$ cat src/rtl/lcd_pkg.sv
// Shared LCD definitions: HD44780-style command bytes, buffer layout
// constants and the refresh sequencer state encoding.
// Optional macro LCD_SEQ_CLEAR_EN adds the CLEAR state to the sequence.
package lcd_pkg;

    localparam logic [7:0] CMD_CLEAR      = 8'h01;
    localparam logic [7:0] CMD_SET_DDRAM  = 8'h80;
    localparam logic [7:0] LINE2_OFFSET   = 8'h40;

    localparam logic [7:0] CHAR_BLANK     = 8'h20;
    localparam logic [4:0] BUF_LINE2_BASE = 5'd16;

    typedef enum logic [2:0] {
        S_IDLE     = 3'd0,
`ifdef LCD_SEQ_CLEAR_EN
        S_CLEAR    = 3'd1,
`endif
        S_ADDR_L1  = 3'd2,
        S_CHARS_L1 = 3'd3,
        S_ADDR_L2  = 3'd4,
        S_CHARS_L2 = 3'd5,
        S_DONE     = 3'd6
    } lcd_seq_state_e;

endpackage

$ cat src/rtl/lcd_msg_buffer.sv
// 32x8 message buffer: synchronous write, asynchronous read, reset to spaces.
// Ports: clk_i, rst_i (sync, active high), wr_en_i/wr_addr_i/wr_data_i
// write port, rd_addr_i/rd_data_o read port. Macro: none used here.
module lcd_msg_buffer
    import lcd_pkg::*;
#(
    parameter int NUM_LINES = 2
) (
    input  logic       clk_i,
    input  logic       rst_i,
    input  logic       wr_en_i,
    input  logic [4:0] wr_addr_i,
    input  logic [7:0] wr_data_i,
    input  logic [4:0] rd_addr_i,
    output logic [7:0] rd_data_o
);

    logic [7:0] mem_q [32];
    logic       wr_ok;

    // Line 2 addresses are dropped on a single-line display.
    assign wr_ok = wr_en_i && (NUM_LINES == 2 || !wr_addr_i[4]);

    always_ff @(posedge clk_i) begin
        if (rst_i) begin
            for (int i = 0; i < 32; i++) begin
                mem_q[i] <= CHAR_BLANK;
            end
        end else if (wr_ok) begin
            mem_q[wr_addr_i] <= wr_data_i;
        end
    end

    assign rd_data_o = mem_q[rd_addr_i];

endmodule

$ cat src/rtl/lcd_msg_sequencer.sv
// Streams the message buffer to an LCD controller as a refresh sequence:
// [CLEAR], set line 1 address, line 1 chars, [line 2 address, line 2 chars].
// Ports: Clock, Reset (sync, active high), wr_en/wr_addr/wr_data host
// buffer write, start/busy/done control, req_valid/req_rs/req_data/req_ready
// downstream handshake. Macro LCD_SEQ_CLEAR_EN prepends the CLEAR command.
module lcd_msg_sequencer
    import lcd_pkg::*;
#(
    parameter int CHARS_PER_LINE = 16,
    parameter int NUM_LINES      = 2
) (
    input  logic       Clock,
    input  logic       Reset,
    input  logic       wr_en,
    input  logic [4:0] wr_addr,
    input  logic [7:0] wr_data,
    input  logic       start,
    output logic       busy,
    output logic       done,
    output logic       req_valid,
    output logic       req_rs,
    output logic [7:0] req_data,
    input  logic       req_ready
);

    localparam int IW =
        (CHARS_PER_LINE > 1) ? $clog2(CHARS_PER_LINE) : 1;
    localparam logic [IW-1:0] LAST_IDX = IW'(CHARS_PER_LINE - 1);

    lcd_seq_state_e state_q, state_d;
    logic [IW-1:0]  idx_q, idx_d;
    logic           busy_q, busy_d;
    logic           done_q, done_d;
    logic           valid_q, valid_d;
    logic           rs_q, rs_d;
    logic [7:0]     data_q, data_d;

    logic [4:0]     rd_addr;
    logic [7:0]     rd_data;
    logic           accept;
    logic           last_char;
    logic           finish;

    lcd_msg_buffer #(
        .NUM_LINES (NUM_LINES)
    ) u_buf (
        .clk_i     (Clock),
        .rst_i     (Reset),
        .wr_en_i   (wr_en),
        .wr_addr_i (wr_addr),
        .wr_data_i (wr_data),
        .rd_addr_i (rd_addr),
        .rd_data_o (rd_data)
    );

    always_ff @(posedge Clock) begin
        if (Reset) begin
            state_q <= S_IDLE;
            idx_q   <= '0;
            busy_q  <= 1'b0;
            done_q  <= 1'b0;
            valid_q <= 1'b0;
            rs_q    <= 1'b0;
            data_q  <= 8'h00;
        end else begin
            state_q <= state_d;
            idx_q   <= idx_d;
            busy_q  <= busy_d;
            done_q  <= done_d;
            valid_q <= valid_d;
            rs_q    <= rs_d;
            data_q  <= data_d;
        end
    end

    // The next request is launched on the accepting edge, so the buffer is
    // read here at the address of the request that follows.
    always_comb begin
        state_d   = state_q;
        idx_d     = idx_q;
        busy_d    = busy_q;
        done_d    = 1'b0;
        valid_d   = valid_q;
        rs_d      = rs_q;
        data_d    = data_q;
        rd_addr   = 5'd0;
        finish    = 1'b0;
        accept    = valid_q && req_ready;
        last_char = (idx_q == LAST_IDX);

        unique case (state_q)
            S_IDLE: begin
                if (start) begin
                    busy_d  = 1'b1;
                    valid_d = 1'b1;
                    rs_d    = 1'b0;
                    idx_d   = '0;
`ifdef LCD_SEQ_CLEAR_EN
                    state_d = S_CLEAR;
                    data_d  = CMD_CLEAR;
`else
                    state_d = S_ADDR_L1;
                    data_d  = CMD_SET_DDRAM;
`endif
                end
            end
`ifdef LCD_SEQ_CLEAR_EN
            S_CLEAR: begin
                if (accept) begin
                    state_d = S_ADDR_L1;
                    data_d  = CMD_SET_DDRAM;
                end
            end
`endif
            S_ADDR_L1: begin
                if (accept) begin
                    state_d = S_CHARS_L1;
                    idx_d   = '0;
                    rs_d    = 1'b1;
                    rd_addr = 5'd0;
                    data_d  = rd_data;
                end
            end
            S_CHARS_L1: begin
                if (accept) begin
                    if (!last_char) begin
                        idx_d   = idx_q + IW'(1);
                        rd_addr = 5'(idx_q) + 5'd1;
                        data_d  = rd_data;
                    end else if (NUM_LINES == 2) begin
                        state_d = S_ADDR_L2;
                        idx_d   = '0;
                        rs_d    = 1'b0;
                        data_d  = CMD_SET_DDRAM | LINE2_OFFSET;
                    end else begin
                        finish  = 1'b1;
                    end
                end
            end
            S_ADDR_L2: begin
                if (accept) begin
                    state_d = S_CHARS_L2;
                    idx_d   = '0;
                    rs_d    = 1'b1;
                    rd_addr = BUF_LINE2_BASE;
                    data_d  = rd_data;
                end
            end
            S_CHARS_L2: begin
                if (accept) begin
                    if (!last_char) begin
                        idx_d   = idx_q + IW'(1);
                        rd_addr = BUF_LINE2_BASE
                                + 5'(idx_q) + 5'd1;
                        data_d  = rd_data;
                    end else begin
                        finish  = 1'b1;
                    end
                end
            end
            S_DONE: begin
                state_d = S_IDLE;
            end
            default: begin
                state_d = S_IDLE;
            end
        endcase

        if (finish) begin
            state_d = S_DONE;
            idx_d   = '0;
            busy_d  = 1'b0;
            valid_d = 1'b0;
            done_d  = 1'b1;
        end
    end

    assign busy      = busy_q;
    assign done      = done_q;
    assign req_valid = valid_q;
    assign req_rs    = rs_q;
    assign req_data  = data_q;

endmodule

$ cat config.mk
export PLATFORM = sky130hd
export DESIGN_NAME = lcd_msg_sequencer
export DESIGN_NICKNAME = d
export VERILOG_FILES = /design/src/rtl/lcd_pkg.sv /design/src/rtl/lcd_msg_buffer.sv /design/src/rtl/lcd_msg_sequencer.sv
export SDC_FILE = /design/constraint.sdc
export NUM_CORES = 1
export LEC_CHECK = 0
export CAP_MARGIN = 20
export CORE_ASPECT_RATIO = 0.5
export CORE_UTILIZATION = 25
export CTS_CLUSTER_SIZE = 30
export DETAILED_ROUTE_END_ITERATION = 8
export SYNTH_ARGS = -nofsm -noshare
export SYNTH_HDL_FRONTEND = slang
export SYNTH_SLANG_ARGS = --single-unit
$ cat constraint.sdc
create_clock -name Clock -period 5.2 [get_ports Clock]
set_input_delay 1.04 -clock Clock [delete_from_list [all_inputs] [get_ports Clock]]
set_output_delay 1.04 -clock Clock [all_outputs]
set_load 0.1 [all_outputs]
; Word-level counts from Yosys, hierarchy flattened
; Memory sizes are Yosys's and may differ from the RTL's.
; Index checks and enable logic that the tools add are counted.
; Widths: inputs -> output; s select.
[classes]
n_addsub = 4
eq_ne = 19
muxes = 44
bitwise_logic = 1
n_reduce_logical = 12
[ops]
columns = op, n
row1 = $mux 8, 7
row2 = $pmux 8 s4, 1
row3 = $mux 5, 6
row4 = $mux 4, 6
row5 = $mux 3, 6
row6 = $reduce_and 6->1, 3
row7 = $ne 2x2->1 const B, 8
row8 = $pmux 4 s4, 1
row9 = $ne 3x3->1 const B, 5
row10 = $pmux 3 s5, 1
row11 = $pmux 5 s3, 1
row12 = $mux 1, 14
row13 = $reduce_or 8->1, 1
row14 = $eq 3x2->1 const B, 2
row15 = $eq 3x3->1 const B, 2
row16 = $add 4x1->5 const B, 1
row17 = $add 5x1->5 const B, 1
row18 = $add 5x4->5 const A, 1
row19 = $reduce_and 5->1, 1
row20 = $add 4x1->4 const B, 1
row21 = $eq 4x4->1 const B, 1
row22 = $reduce_bool 4->1, 1
row23 = $reduce_or 2->1, 2
row24 = $logic_not 3->1, 1
row25 = 6 further kinds, 6
[totals]
regBits = 18
ram_bits = 256
input_bits = 18
out_inout_bits = 12
elab_cells = 88
memories = 1
[mem_list]
columns = memory, depth, word_bits, rd, rd_ports_with_merged_regs, write_ports, line
row1 = u_buf.mem_q, 32, 8, 1, 0, 32, lcd_msg_buffer.sv:18  ; logic [7:0] mem_q [32];

; Logic depth before layout (Yosys ltp)
; Gate-level depths: netlist of run 1.
; An unclocked memory read counts as a cell.
[depth]
ltp_word = 9
mapped_depth = 12
depth_no_buf = 8

; Cells and area by module
; Synthesis of run 1 repeated with hierarchy kept, for this count alone.
[hier_totals]
hier_cells = 830
area_unflattened_um2 = 12778.5
[by_module_without_submodules]
columns = module, n_inst, cells_per_inst, area_each_um2, seq_area_each_um2
row1 = lcd_msg_buffer, 1, 733, 11847.6, 7687.4
row2 = lcd_msg_sequencer, 1, 97, 930.9, 360.3

; Least setup slack after synthesis of run 1
; OpenSTA, ideal clock, no wires.
[synth_timing]
path_kind = input port to flip-flop
from = in Reset
to = mem u_buf.mem_q[0][0], enable pin
setup_time_ps = 384
t_arrival_ps = 2434
t_required_ps = 4816
slack_ps = 2382
path_stages = 6
n_path_buf = 2
cell_sequence = inv_1 nand2_1 or3_1 clkbuf_1 clkbuf_1 o21ai_0
[synth_lines]
columns = item, line
row1 = start: declaration, lcd_msg_sequencer.sv:13  ; input logic Reset,
row2 = end: declaration, lcd_msg_buffer.sv:18

; Worst setup path after layout of run 1
[layout_timing]
from = in req_ready
to = reg data_q[7], in the netlist req_data[7]
[layout_via]
elab_chain_cells = 7
word_cells_on_any_way = 16
classes_between = 3 x eq/ne / 10 x mux / 2 x reduce/logical / 1 x memory
[layout_lines]
columns = item, line
row1 = start: declaration, lcd_msg_sequencer.sv:23  ; input logic req_ready
row2 = $logic_and 1x1->1 *, lcd_msg_sequencer.sv:88  ; accept = valid_q && req_ready;
row3 = "$mux 5, on equally long branches", "lcd_msg_sequencer.sv:150, lcd_msg_sequencer.sv:125, lcd_msg_sequencer.sv:141"
row4 = $pmux 5 s3, lcd_msg_sequencer.sv:91  ; unique case (state_q)
row5 = $mem_v2 32x8, n/a
row6 = "$mux 8, on equally long branches", "lcd_msg_sequencer.sv:151, lcd_msg_sequencer.sv:126"
row7 = "$mux 8, on equally long branches", "lcd_msg_sequencer.sv:150, lcd_msg_sequencer.sv:125"
row8 = $pmux 8 s4, lcd_msg_sequencer.sv:91
row9 = end signal: assignment, lcd_msg_sequencer.sv:72  ; data_q <= data_d;
row10 = end: declaration, lcd_msg_sequencer.sv:36  ; logic [7:0] data_q, data_d;
; Every way passes the cells marked *; elsewhere a longest branch is shown, timed or not. The select of a mux whose other input is x is not followed.
; A chain may end at the register's enable or synchronous reset.

==> results.yml, run 1 <==
run_status:
  outcome: "complete, no violations"
synth:
  post_synth_xor_area_fraction_pct: 0.345
  postSynth.asyncResetShare_pct: 0
  synthDominantAreaCellType: "sky130_fd_sc_hd__edfxtp_1"
  synth_cell_type_count: 53
  synth_largest_type_area_fraction_pct: 59.0
  synth.top_cells.by_area: "sky130_fd_sc_hd__edfxtp_1, sky130_fd_sc_hd__and2_1, sky130_fd_sc_hd__nand2_1"
  ys_ff_latch: 274
  yosys.area_share.adder_pct: 0.0960
  fraction_of_synthesized_area_in_multiplexers_pct: 4.27
  synth-edff-count: 256
  main_combinational_cell_family_by_area_after_synthesis: "simple AND/OR/NAND/NOR gates"
  syn_inst: 1137
  post_synthesis_net_count: 1156
  synth-compound-area-share_pct: 6.75
  synth_area_sq_um: 13000
  synth-main-ff-cell: "sky130_fd_sc_hd__edfxtp_1"
  post_synth_and_or_nand_nor_area_fraction_pct: 23.2
  synth_commonest_cells: "sky130_fd_sc_hd__edfxtp_1, sky130_fd_sc_hd__and2_1, sky130_fd_sc_hd__nand2_1"
  synthMostInstantiatedCell: "sky130_fd_sc_hd__edfxtp_1"
  post_synthesis_mean_instance_area_sq_um: 11.5
  synth_sequential_area_ratio_pct: 61.7
  synthesis.yosys.warnings: 0
route:
  viasPerCell: 4.73
  route.vias.total: 8847
  drc_errors: 0
  final_antenna_net_count: 0
  wire_per_inst_um: 19.4
  drc_violation_total_after_the_first_tritonroute_iteration: 967
  route.final.wire_length_mm: 36.3
  drt_first_pass_iters: 7
clocking:
  post_cts_repair_timing_setup_buffer_count: 0
  max-clock-path-buffers: 3
  clk-insertion-delay-late_ns: 0.57
  tritoncts.num_buffers: 30
  cts_hold_buffers: 0
  clockRootBuffer: "sky130_fd_sc_hd__clkbuf_16"
  cts_tree: "built"
  tritoncts_num_sinks: 274
  cts_repair_resize_count: 0
  clock_tree.htree_level_count: 1
  clkSlewWorstSetupHoldPaths_ns: 0.06
setup_path:
  start_kind: "input pin"
  worstSetupEndpointType: "flip-flop"
  critical_path_arrival_ns: 4.19
  path_max_fanout: 40
  reg2regPathDepth: 8
  critical_path.reg2reg.startpoint: "idx_q[0]$_SDFFE_PP0P_"
  path_class: "in -> reg"
  timing.critical_path.required_ns: 5.67
  timing.rr.end: "req_data[7]$_SDFFE_PP0P_"
  rrSetupSlack_ns: 1.84
hold_path:
  hold_path_depth: 2
  hold_path_end: "req_rs$_SDFFE_PP0P_"
  hold_path_class: "reg -> reg"
  hold_start: "req_rs$_SDFFE_PP0P_"
floorplanning:
  placeableCoreArea_sq_um: 50900
  start_util_pct: 25.6
  die_extent_in_y_um: 163
  rows: 58
  ioPinCount: 30
  die_w_um: 325
  design.die.area_sq_um: 53100
timing:
  setup_viol: 0
  finalMaxSlewViolations: 0
  post-route-min-period_ns: 3.72
  worstMarginPinSlew_ns: 1.04
  timing.clock.skew_ns: 0.0285
  rsz_0062_raised_after_global_routing: "false"
  totalNegativeSetupSlack_ns: 0
  layout_worst_path_cycle_share_pct: 71.5
  hold_slack_ns: 0.522
  finalHoldViolations: 0
  fmax_ghz: 0.269
  max-slew-margin-rel_pct: 30.6
placement:
  gpl.final_weighted_congestion: 0.871
  port_buffers: 29
  hpwl_dp_mm: 23.1
power:
  fin_total_pwr_uw: 4930
  net_load_switching_power_uw: 1140
  power_density_nw_per_um2: 327
  power.leakage_uw: 0.00508
  power.clock.fraction_pct: 42.0
  combPwrFrac_pct: 6.0
  switching_share_pct: 23.1
  sequentialPowerShare_pct: 52.0
  power.ir.vdd_worst_v: 0.000311
  p_int_uw: 3790
final_layout:
  final_layout_size_suffix_gt1_share_pct: 10.1
  final_util_pct: 29.6
  nets: 1175
  synthToLayoutAreaGrowth_pct: 15.4
  num_antenna_cells: 0
global_route:
  grt_use_total_pct: 13.4
  grt_max_degree: 54
  initial_antenna_violation_count: 1
  grt_first_pass_wirelength_mm: 53.6
  globalRouteOverflowTotal: 0
  grt_pass1_vias: 8478
run:
  max_cap_violations: 0
-- cells in the final DEF (no fill, tap or decap), types with 5 or more instances in the layout --
master and n:
sky130_fd_sc_hd__and2_1 226, sky130_fd_sc_hd__clkinv_1 6, sky130_fd_sc_hd__buf_4 42, sky130_fd_sc_hd__a31oi_1 23, sky130_fd_sc_hd__nand3_1 39, sky130_fd_sc_hd__clkbuf_16 30
sky130_fd_sc_hd__clkbuf_1 6, sky130_fd_sc_hd__and3_1 11, sky130_fd_sc_hd__a21oi_1 8, sky130_fd_sc_hd__clkinv_2 6, sky130_fd_sc_hd__mux2_2 5, sky130_fd_sc_hd__a32oi_1 30
sky130_fd_sc_hd__buf_2 13, sky130_fd_sc_hd__or3_1 37, sky130_fd_sc_hd__nor2_1 52, sky130_fd_sc_hd__clkdlybuf4s50_1 22, sky130_fd_sc_hd__nand2_1 181, sky130_fd_sc_hd__edfxtp_1 256
sky130_fd_sc_hd__o21ai_0 38, sky130_fd_sc_hd__mux2i_1 50, sky130_fd_sc_hd__nand4_1 12, sky130_fd_sc_hd__dfxtp_1 18
-- worst max-delay path by stage --
stage	start	end	slack, ns	cells past startpoint
finish	req_ready	req_data[7]$_SDFFE_PP0P_	1.48	8
global route	req_ready	req_data[7]$_SDFFE_PP0P_	1.33	8
CTS	req_ready	req_data[7]$_SDFFE_PP0P_	1.53	8
detailed placement	req_ready	req_data[7]$_SDFFE_PP0P_	0.97	8
global placement	req_ready	req_data[7]$_SDFFE_PP0P_	0.97	8
floorplan	Reset	u_buf.mem_q[0][0]$_SDFFCE_PN0P_	2.38	6
-- cell type report --
cell class | instances | area (sq um)
inverter | 3 | 11.3
sequential | 274 | 8050
multi-input combinational | 768 | 4540
timing repair buffer | 79 | 636
fill | 5113 | 35800
tap | 690 | 863
clock buffer | 38 | 801
clock inverter | 18 | 153
-- metal layers --
layer	up-vias	part of all wire, %	global-route usage, %
met5	-	0.019	0
met4	2	3.2	4.87
met3	62	7.0	1.74
met2	329	47	22.2
met1	4356	43	18.1
li1	4098	-	-
-- registers in the layout, indices dropped and copies added, names as in the netlist --
signal / cells
done: 1
idx_q: 4
req_valid: 1
state_q: 3
u_buf.mem_q: 256
req_rs: 1
req_data: 8
-- through the flow --
step | area [sq um] | instances | worst slack [ns]
2_1_floorplan | 13000 | 1137 | 2.38
3_3_place_gp | 14000 | 1805 | 0.969
3_5_place_dp | 14100 | 1811 | 0.966
4_1_cts | 15000 | 1867 | 1.53
5_1_grt | 15100 | 1870 | 1.33
6_report | 15100 | 1870 | 1.48
-- cells by family after synthesis --
family                     Yosys count
and+or+nand+nor                    581
adders and majority gates            1
muxes                               55
DFF                                274
xor gates and xnor gates             3
buffers and inverters               95
AOI/OAI and AO/OA                  128
-- worst max-delay path, cell delays in order --
cell                              delay [ns]
sky130_fd_sc_hd__clkdlybuf4s50_1        0.52
sky130_fd_sc_hd__and3_1                 0.34
sky130_fd_sc_hd__and3_4                 0.63
sky130_fd_sc_hd__buf_4                  0.51
sky130_fd_sc_hd__mux2i_1                0.43
sky130_fd_sc_hd__mux2i_1                0.13
sky130_fd_sc_hd__mux2_2                 0.32
sky130_fd_sc_hd__a211oi_2               0.20
-- power by group through the flow --
| stage | registers [uW] | clock network [uW] | logic [uW] |
|---|---|---|---|
| after floorplan | 2620 | 0 | 151 |
| after global placement | 2610 | 0 | 291 |
| after detailed placement | 2610 | 0 | 294 |
| after CTS | 2560 | 2090 | 295 |
| after global routing | 2570 | 2180 | 317 |
| final | 2560 | 2070 | 296 |
No activity file was read; power rests on OpenSTA's default activity.
==> run 2, diff against run 1 <==
==> constraint.sdc (replaced) <==
create_clock -name Clock -period 3.03 [get_ports Clock]
set_input_delay 0.606 -clock Clock [delete_from_list [all_inputs] [get_ports Clock]]
set_output_delay 0.606 -clock Clock [all_outputs]
set_load 0.1 [all_outputs]
==> run 2 against run 1 <==
  * Clock-buffer cell count fell by 4
  * Final cell count is 2.9% higher
  * Core utilization rose by 1.0 points
  * Routed wire length up 4.8%
  * Largest power group unchanged
  * Highest routed layer unchanged
==> results.yml, run 2 (synthesis gave the netlist of run 1 again) <==
run_status:
  outcome: "complete, no violations"
clocking:
  cts_repair_resize_count: 0
  cts_tree: "built"
  clock_tree.htree_level_count: 1
  tritoncts.num_buffers: 29
  clkSlewWorstSetupHoldPaths_ns: 0.07
  post_cts_repair_timing_setup_buffer_count: 0
  cts_hold_buffers: 0
  tritoncts_num_sinks: 274
  clockRootBuffer: "sky130_fd_sc_hd__clkbuf_16"
  max-clock-path-buffers: 3
  clk-insertion-delay-late_ns: 0.57
hold_path:
  hold_path_depth: 2
  hold_path_class: "reg -> reg"
route:
  final_antenna_net_count: 0
  route.vias.total: 9042
  wire_per_inst_um: 19.8
  drc_errors: 0
  drt_first_pass_iters: 5
  route.final.wire_length_mm: 38.0
  drc_violation_total_after_the_first_tritonroute_iteration: 782
  viasPerCell: 4.70
setup_path:
  timing.critical_path.required_ns: 3.47
  path_class: "reg -> reg"
  path_max_fanout: 27
  start_kind: "flip-flop"
  worstSetupEndpointType: "flip-flop"
  reg2regPathDepth: 9
  critical_path_arrival_ns: 3.27
global_route:
  initial_antenna_violation_count: 3
  globalRouteOverflowTotal: 0
  grt_use_total_pct: 14.1
  grt_pass1_vias: 8791
  grt_first_pass_wirelength_mm: 56.3
  grt_max_degree: 34
timing:
  hold_slack_ns: 0.522
  fmax_ghz: 0.353
  worstMarginPinSlew_ns: 0.538
  timing.clock.skew_ns: 0.00948
  max-slew-margin-rel_pct: 64.0
  layout_worst_path_cycle_share_pct: 93.6
  finalMaxSlewViolations: 0
  totalNegativeSetupSlack_ns: 0
  setup_viol: 0
  rsz_0062_raised_after_global_routing: "false"
  post-route-min-period_ns: 2.84
  final_critical_path_setup_slack_ns: 0.194
  finalHoldViolations: 0
floorplanning:
  ioPinCount: 30
  start_util_pct: 25.6
  die_extent_in_y_um: 163
  rows: 58
  placeableCoreArea_sq_um: 50900
  die_w_um: 325
  design.die.area_sq_um: 53100
placement:
  gpl.final_weighted_congestion: 0.880
  placedInstanceArea_sq_um: 14700
  place_worst_setup_slack_ns: -0.0573
  hpwl_dp_mm: 25.1
  numPlacedInstances: 1872
  port_buffers: 29
final_layout:
  final_cell_count_no_fill: 1924
  final_area_sq_um: 15600
  largest_register_ffs: 256
  synthToLayoutAreaGrowth_pct: 19.4
  final_layout_size_suffix_gt1_share_pct: 14.7
  nets: 1232
  final_cell_mix: "sky130_fd_sc_hd__edfxtp_1, sky130_fd_sc_hd__and2_1, sky130_fd_sc_hd__nand2_1"
  register_with_the_most_flip_flops: "u_buf.mem_q"
  final_common_cell: "sky130_fd_sc_hd__edfxtp_1"
run:
  max_cap_violations: 0
power:
  power_density_nw_per_um2: 534
  power.leakage_uw: 0.00541
  power.ir.vdd_worst_v: 0.000409
[run 2: cell count changes in the layout (fill, tap and decap cells not counted), moves of 2 or more]
cell,before,now
sky130_fd_sc_hd__clkinv_2,6,3
sky130_fd_sc_hd__buf_4,42,107
sky130_fd_sc_hd__buf_2,13,0
sky130_fd_sc_hd__clkinv_4,0,4
sky130_fd_sc_hd__buf_12,1,13
sky130_fd_sc_hd__clkdlybuf4s50_1,22,17
sky130_fd_sc_hd__clkbuf_8,2,0
sky130_fd_sc_hd__inv_6,1,3
sky130_fd_sc_hd__clkinv_1,6,3
sky130_fd_sc_hd__bufinv_16,2,0
[run 2: final cells by class]
cell class | count | area (sq um)
diodes | 1 | 2.50
clock buffers | 34 | 744
clock inverters | 17 | 130
fillers | 5126 | 35300
inverters | 3 | 11.3
multi-input cells | 768 | 4540
flip-flops and latches | 274 | 8050
well taps | 690 | 863
repair buffers | 137 | 1230
[run 2: stage by stage]
step	power, uW	util, %
floorplan	4750	-
CTS	8350	30.6
global placement	5050	28.9
finish	8320	30.6
global route	8550	30.6
detailed placement	5050	28.9
[run 2: layer usage]
layer	vias to the layer above	GRT usage, %	share of wire [%]
met1	4463	19.2	44
met2	314	23.1	46
li1	4210	-	-
met4	2	3.64	2.1
met5	-	0	0.034
met3	53	2.66	7.6
[run 2: report_power, final]
part / switching [uW] / total, uW / internal (uW)
Clock: 1560 / 3340 / 1780
Sequential: 89.5 / 4420 / 4330
Combinational: 383 / 559 / 176
Total: 2030 / 8320 / 6290
[run 2: path summary, 6_finish.rpt]
kind                                            start                       end  slack (ns)
worst max-delay path            idx_q[0]$_SDFFE_PP0P_  req_data[0]$_SDFFE_PP0P_        0.19
worst max register to register  idx_q[0]$_SDFFE_PP0P_  req_data[0]$_SDFFE_PP0P_        0.19
worst min-delay path              req_rs$_SDFFE_PP0P_       req_rs$_SDFFE_PP0P_        0.52
worst min register to register    req_rs$_SDFFE_PP0P_       req_rs$_SDFFE_PP0P_        0.52
[run 2: critical path, stage by stage (launching register included)]
cell and delay (ns):
sky130_fd_sc_hd__dfxtp_1 0.34, sky130_fd_sc_hd__ha_1 0.30, sky130_fd_sc_hd__a31oi_1 0.42, sky130_fd_sc_hd__and3_4 0.39, sky130_fd_sc_hd__buf_12 0.22, sky130_fd_sc_hd__buf_4 0.20
sky130_fd_sc_hd__mux2i_1 0.26, sky130_fd_sc_hd__a32oi_1 0.10, sky130_fd_sc_hd__a31oi_1 0.34, sky130_fd_sc_hd__o211ai_1 0.12
==> run 3, diff against run 2 <==
--- a/config.mk
+++ b/config.mk
@@ -7,9 +7,10 @@
 export LEC_CHECK = 0
 export CAP_MARGIN = 20
 export CORE_ASPECT_RATIO = 0.5
-export CORE_UTILIZATION = 25
+export CORE_UTILIZATION = 56
 export CTS_CLUSTER_SIZE = 30
 export DETAILED_ROUTE_END_ITERATION = 8
+export PLACE_DENSITY = 0.76
 export SYNTH_ARGS = -nofsm -noshare
 export SYNTH_HDL_FRONTEND = slang
 export SYNTH_SLANG_ARGS = --single-unit
==> run 3 against run 2 <==
  * Fmax rose by 0.18%
  * Combinational power fell by 3.6%
  * Global-route usage rose by 16 points
  * Non-clock buffer count fell by 22
  * Clock skew rose by 0.0086 ns
==> results.yml, run 3 (synthesis gave the netlist of run 1 again) <==
global_route:
  globalRouteOverflowTotal: 0
  grt_first_pass_wirelength_mm: 52.3
  grt_max_degree: 40
  grt_use_total_pct: 29.9
  grt_pass1_vias: 8882
  initial_antenna_violation_count: 0
route:
  route.vias.total: 9404
  route.final.wire_length_mm: 35.5
  viasPerCell: 6.23
  drt_first_pass_iters: 5
  final_antenna_net_count: 0
  drc_errors: 0
  wire_per_inst_um: 23.5
  drc_violation_total_after_the_first_tritonroute_iteration: 1103
run:
  max_cap_violations: 0
floorplanning:
  rows: 39
  die_w_um: 218
  die_extent_in_y_um: 110
  ioPinCount: 30
  design.die.area_sq_um: 23900
  start_util_pct: 57.1
  placeableCoreArea_sq_um: 22800
setup_path:
  start_kind: "flip-flop"
  timing.critical_path.from: "idx_q[0]$_SDFFE_PP0P_"
  cell_seen_most_often_among_critical_path_stages: "sky130_fd_sc_hd__a31oi_1"
  timing.critical_path.required_ns: 3.47
  timing.rr.end: "req_data[5]$_SDFFE_PP0P_"
  rrSetupSlack_ns: 0.20
  reg2regPathDepth: 9
  worstSetupEndpointType: "flip-flop"
  crit_path_top_delay_cell: "sky130_fd_sc_hd__a31oi_1"
  path_class: "reg -> reg"
  path_max_fanout: 39
  critical_path.reg2reg.startpoint: "idx_q[0]$_SDFFE_PP0P_"
  crit_chain: "ha_1 -> a31oi_1 -> and3_4 -> buf_12 -> buf_4 -> mux2i_1 -> a32oi_1 -> a31oi_1 -> o211ai_1"
  slowest_delay_ns: 0.42
  critical_path_arrival_ns: 3.27
timing:
  finalMaxSlewViolations: 0
  post-route-min-period_ns: 2.83
  final_critical_path_setup_slack_ns: 0.199
  finalHoldViolations: 0
  timing.clock.skew_ns: 0.0181
  rsz_0062_raised_after_global_routing: "false"
  layout_worst_path_cycle_share_pct: 93.4
  setup_viol: 0
  fmax_ghz: 0.353
  worstMarginPinSlew_ns: 0.575
  max-slew-margin-rel_pct: 61.5
placement:
  placedInstanceArea_sq_um: 14100
  port_buffers: 29
  place_worst_setup_slack_ns: -0.0450
  numPlacedInstances: 1467
  gpl.final_weighted_congestion: 0.882
  hpwl_dp_mm: 22.7
power:
  power.leakage_uw: 0.00524
  power.ir.vdd_worst_v: 0.000317
  power_density_nw_per_um2: 537
clocking:
  tritoncts_num_sinks: 274
  cts_hold_buffers: 0
  clkSlewWorstSetupHoldPaths_ns: 0.07
  clockRootBuffer: "sky130_fd_sc_hd__clkbuf_16"
  clock_tree.htree_level_count: 1
  cts_tree: "built"
  post_cts_repair_timing_setup_buffer_count: 0
  max-clock-path-buffers: 3
  cts_repair_resize_count: 0
  tritoncts.num_buffers: 24
  clk-insertion-delay-late_ns: 0.53
final_layout:
  final_cell_mix: "sky130_fd_sc_hd__edfxtp_1, sky130_fd_sc_hd__and2_1, sky130_fd_sc_hd__nand2_1"
  synthToLayoutAreaGrowth_pct: 13.4
  final_area_sq_um: 14800
  register_with_the_most_flip_flops: "u_buf.mem_q"
  nets: 1205
  largest_register_ffs: 256
  final_common_cell: "sky130_fd_sc_hd__edfxtp_1"
  final_layout_size_suffix_gt1_share_pct: 12.1
  final_cell_count_no_fill: 1510
hold_path:
  hold_path_class: "reg -> reg"
  hold_path_depth: 2
  hold_start: "req_rs$_SDFFE_PP0P_"
  hold_path_end: "req_rs$_SDFFE_PP0P_"
run_status:
  outcome: "complete, no violations"
==> run 3: cell types whose count changed in the layout (fill, tap and decap cells not counted), moves of 2 or more <==
cell,delta
sky130_fd_sc_hd__buf_4,-22
sky130_fd_sc_hd__clkbuf_16,-4
sky130_fd_sc_hd__clkinv_4,-4
sky130_fd_sc_hd__clkinv_1,+3
sky130_fd_sc_hd__clkinvlp_4,-3
sky130_fd_sc_hd__inv_6,-3
sky130_fd_sc_hd__clkbuf_8,+2
==> run 3: how the worst max path moves through the flow <==
stage / end / slack [ns] / depth (start not counted)
2_1_floorplan: req_data[7]$_SDFFE_PP0P_ / 0.33 / 8
3_3_place_gp: req_data[6]$_SDFFE_PP0P_ / -0.001 / 11
3_5_place_dp: req_data[6]$_SDFFE_PP0P_ / -0.04 / 11
4_1_cts: req_data[5]$_SDFFE_PP0P_ / 0.31 / 9
5_1_grt: req_data[5]$_SDFFE_PP0P_ / 0.08 / 9
6_report: req_data[5]$_SDFFE_PP0P_ / 0.20 / 9
==> run 3: final cells by class <==
class,instances,area (sq um)
fill,1698,8050
inverter,3,11.3
sequential,274,8050
timing repair buffer,115,1070
clock inverter,9,62.6
clock buffer,33,676
antenna,1,2.50
tap,307,384
multi-input combinational,768,4540
==> run 3: power by group <==
| group | internal [uW] | leakage, uW | switching (uW) | total, uW |
|---|---|---|---|---|
| Combinational | 164 | 0.00228 | 375 | 539 |
| Sequential | 4330 | 0.00260 | 86.3 | 4410 |
| Clock | 1640 | 0.000361 | 1350 | 2990 |
| Total | 6130 | 0.00524 | 1810 | 7940 |
==> run 3: layer usage <==
layer,vias to the layer above,part of all wire (%),track usage (%)
met5,-,0,0
met4,0,3.2,10.1
met3,97,13,6.67
met2,625,44,45.4
met1,4529,40,42.8
li1,4153,-,-
==> run 3: metrics by stage <==
stage                     hold slack [ns]  util, %  power [uW]  TNS (ns)
after floorplan                     0.481        -        4750         0
after global placement              0.501     61.5        5000  -0.00116
after detailed placement            0.510     61.5        5020   -0.0492
after CTS                           0.520     64.8        7930         0
after global routing                0.571     64.8        8130         0
final                               0.519     64.8        7940         0
==> run 3: worst max-delay path: cells and delay by family, from the launching register on <==
kind / cells / cell delay [ns]
adders and majority gates: 1 / 0.31
buffers and inverters: 2 / 0.44
muxes: 1 / 0.09
and+or+nand+nor: 1 / 0.33
DFF: 1 / 0.34
AOI/OAI and AO/OA: 4 / 1.20
==> RTL change: new RTL, settings of run 1 <==
`data_q` no longer has a reset.
--- a/src/rtl/lcd_msg_sequencer.sv
+++ b/src/rtl/lcd_msg_sequencer.sv
@@ -63,3 +63,2 @@
             rs_q    <= 1'b0;
-            data_q  <= 8'h00;
         end else begin
@@ -71,4 +70,7 @@
             rs_q    <= rs_d;
-            data_q  <= data_d;
         end
+    end
+
+    always_ff @(posedge Clock) begin
+        data_q <= data_d;
     end
Formal check against the unedited RTL: not equivalent (Yosys sat finds a counterexample within 4 cycles, from zero or initial values and one cycle with Reset high).
==> RTL change against run 1 <==
  * Sequential cell count stayed put
  * First-iteration DRC count is 24% lower
  * Non-clock buffer count is 29 lower
  * Worst setup slack worse by 200 ps
  * Via count is 9.6% lower
  * Synthesized cell count is 9.7% lower
  * Die area is 0.70% lower
  * Critical path depth stayed put
  * Routed wire length is 8.1% lower
  * Cell area is 0.58% lower
  * Area after synthesis is 0.71% lower
  * Total power is 2.7% higher
  * Largest cell class unchanged
  * Highest routed layer is now met4
==> RTL change: results (changes against run 1) <==
- The flow ran to the end, and the final reports show no timing, DRC or antenna violations.
* Initial antenna violation count: 0 (-1)
* Later-pin clock latency in the skew report: 560 ps
- The cell depth of the worst min-delay path was 2 (unchanged).
* Aggregate global-route resource usage: 0.126 (-0.00867)
* Worst min-delay path startpoint: idx_q[1]
* Kind of cell with the highest combined delay on the critical path: simple AND/OR/NAND/NOR gates
- The per-instance average area after synthesis is 12.6 um^2 (+9.9%).
* Clock Tree Buf Depth: 3 (unchanged)
- Final WL: 33400 um (-8.1%)
- IO buf count: 29 (unchanged)
* Number of fillers in the final layout: 5163 (+0.98%)
* Stage delay of the slowest cell on the critical path: 960 ps (+330 ps)
- Start of the worst register-to-register path: idx_q[0]
* Top reg by flops: u_buf.mem_q
* Via-to-Cell Ratio: 4.57 (-3.5%)
- The commonest cells after synthesis are edfxtp_1, and2_1, mux2i_1.
- The post-placement cell count is 1696 (-6.4%).
* Detailed-placement wirelength estimate: 21300 um (-7.6%)
- Highest fanout seen on the critical path: 24 (-40%)
- The buffer count from post-CTS setup fixing was 0 (unchanged).
* Synth Warn #: 0 (unchanged)
* Global placer's final weighted congestion: 0.849 (-2.6%)
- The number of distinct library cells after synthesis was 43 (-19%).
- Top cells by area, synth: edfxtp_1, and2_1, mux2i_1
- Setup clock skew after layout: 12.6 ps (-15.9 ps)
- Syn Nets: 1046 (-9.5%)
- CTS clock-pin slew for the worst setup and hold paths: 60 ps (about the same)
- The post-route antenna net violation count was 0 (unchanged).
- The fraction of registers with async set or reset after synthesis is 0 (unchanged).
* Worst min-delay path endpoint: idx_q[1]
- In the synthesized netlist the dominant register cell turns out to be edfxtp_1.
- Via total after detailed routing: 7994 (-9.6%)
* Layout net count: 1056 (-10%)
- Count of hold-fix buffers inserted at cts: 0 (unchanged)
* TritonCTS Buffers: 29 (-3.3%)
- The slowest stage of the critical path belongs to the cell nand2b_1.
- The cell depth of the worst flop-to-flop path is 8 (unchanged).
- Wire length of the first global-routing pass: 50100 um (-6.4%)
* Quantity of gates resized following cts: 0 (unchanged)
* Flip-flop count of the largest register after layout: 256 (unchanged)
* P_leak: 4.90 nW (-3.5%)
* Fraction of final layout cells with drive strength greater than 1: 0.112 (+0.0114)
- The count of flip-flops with a built-in enable after synthesis came to 264 (+3.1%).
- The proportion of synthesized chip area in sequential cells was 0.628 (+0.0106).
- Worst R2R End: req_data[1]
* Detailed router's first-iteration violation count: 733 (-24%)
- The largest voltage drop on the vdd net is 0.000236 V (-24%).
- Root buf cell: clkbuf_16
* Internal reg-to-reg setup slack: 1290 ps (-550 ps)
- Signal arrival time at the worst endpoint: 4190 ps (about the same)
- The first-pass detailed-route iteration total was 5 (-2).
- Maximum number of pins on one net before global-route repair: 47 (-13%)
- Transition time of the tightest slew-check pin: 1170 ps (+135 ps)
## RTL change: metrics by stage
step           setup WS, ps  total power [mW]  area, um^2  hold slack (ps)
2_1_floorplan          2060              2.79       12900              452
3_3_place_gp            936              2.92       14000              468
3_5_place_dp            866              2.92       14000              472
5_1_grt                1140              5.20       15000              534
6_report               1290              5.06       15000              481
4_1_cts                1330              5.09       15000              480
## RTL change: layer usage
| layer | global-route usage | wire length (um) |
|---|---|---|
| met1 | 0.170 | 15100 |
| met2 | 0.214 | 15900 |
| met3 | 0.0124 | 1460 |
| met4 | 0.0345 | 868 |
| met5 | 0 | 0 |
## RTL change: how the worst max path moves through the flow
stage	start	to	slack [ps]	cells after the start
after floorplan	req_valid	req_data[6]	2060	8
after global placement	req_ready	req_data[1]	940	8
after detailed placement	req_ready	req_data[1]	870	8
after CTS	idx_q[0]	req_data[1]	1330	8
after global routing	idx_q[0]	req_data[2]	1140	8
final	idx_q[0]	req_data[1]	1290	8
## RTL change: layout make-up
cell class	count	area, um^2	area share
diodes	1	2.50	0.000167
clock buffers	39	803	0.0537
clock inverters	15	206	0.0138
inverters	4	15.0	0.00100
multi-input cells	678	4490	0.300
flip-flops and latches	274	8130	0.543
well taps	690	863	0.0577
repair buffers	50	450	0.0301
## RTL change: cells by family (layout without fill, tap and decap cells)
group | count (synthesis) | in the layout | share of synthesized area
AOI/OAI and AO/OA | 115 | 115 | 0.0568
adders and majority gates | 1 | 1 | 0.000966
muxes | 99 | 99 | 0.0836
other | 0 | 1 | 0
buffers and inverters | 75 | 108 | 0.0258
DFF | 274 | 274 | 0.628
xor gates and xnor gates | 4 | 4 | 0.00329
and+or+nand+nor | 459 | 459 | 0.202
## RTL change: where the power goes
group	internal, mW	switching, mW
clock	1.33	0.856
combinational	0.0805	0.214
sequential	2.53	0.0433
## RTL change: worst min-delay path, delay by kind of cell (launching register included)
kind | cells | cell delay, ps
DFF | 1 | 320
AOI/OAI and AO/OA | 1 | 50
and+or+nand+nor | 1 | 60
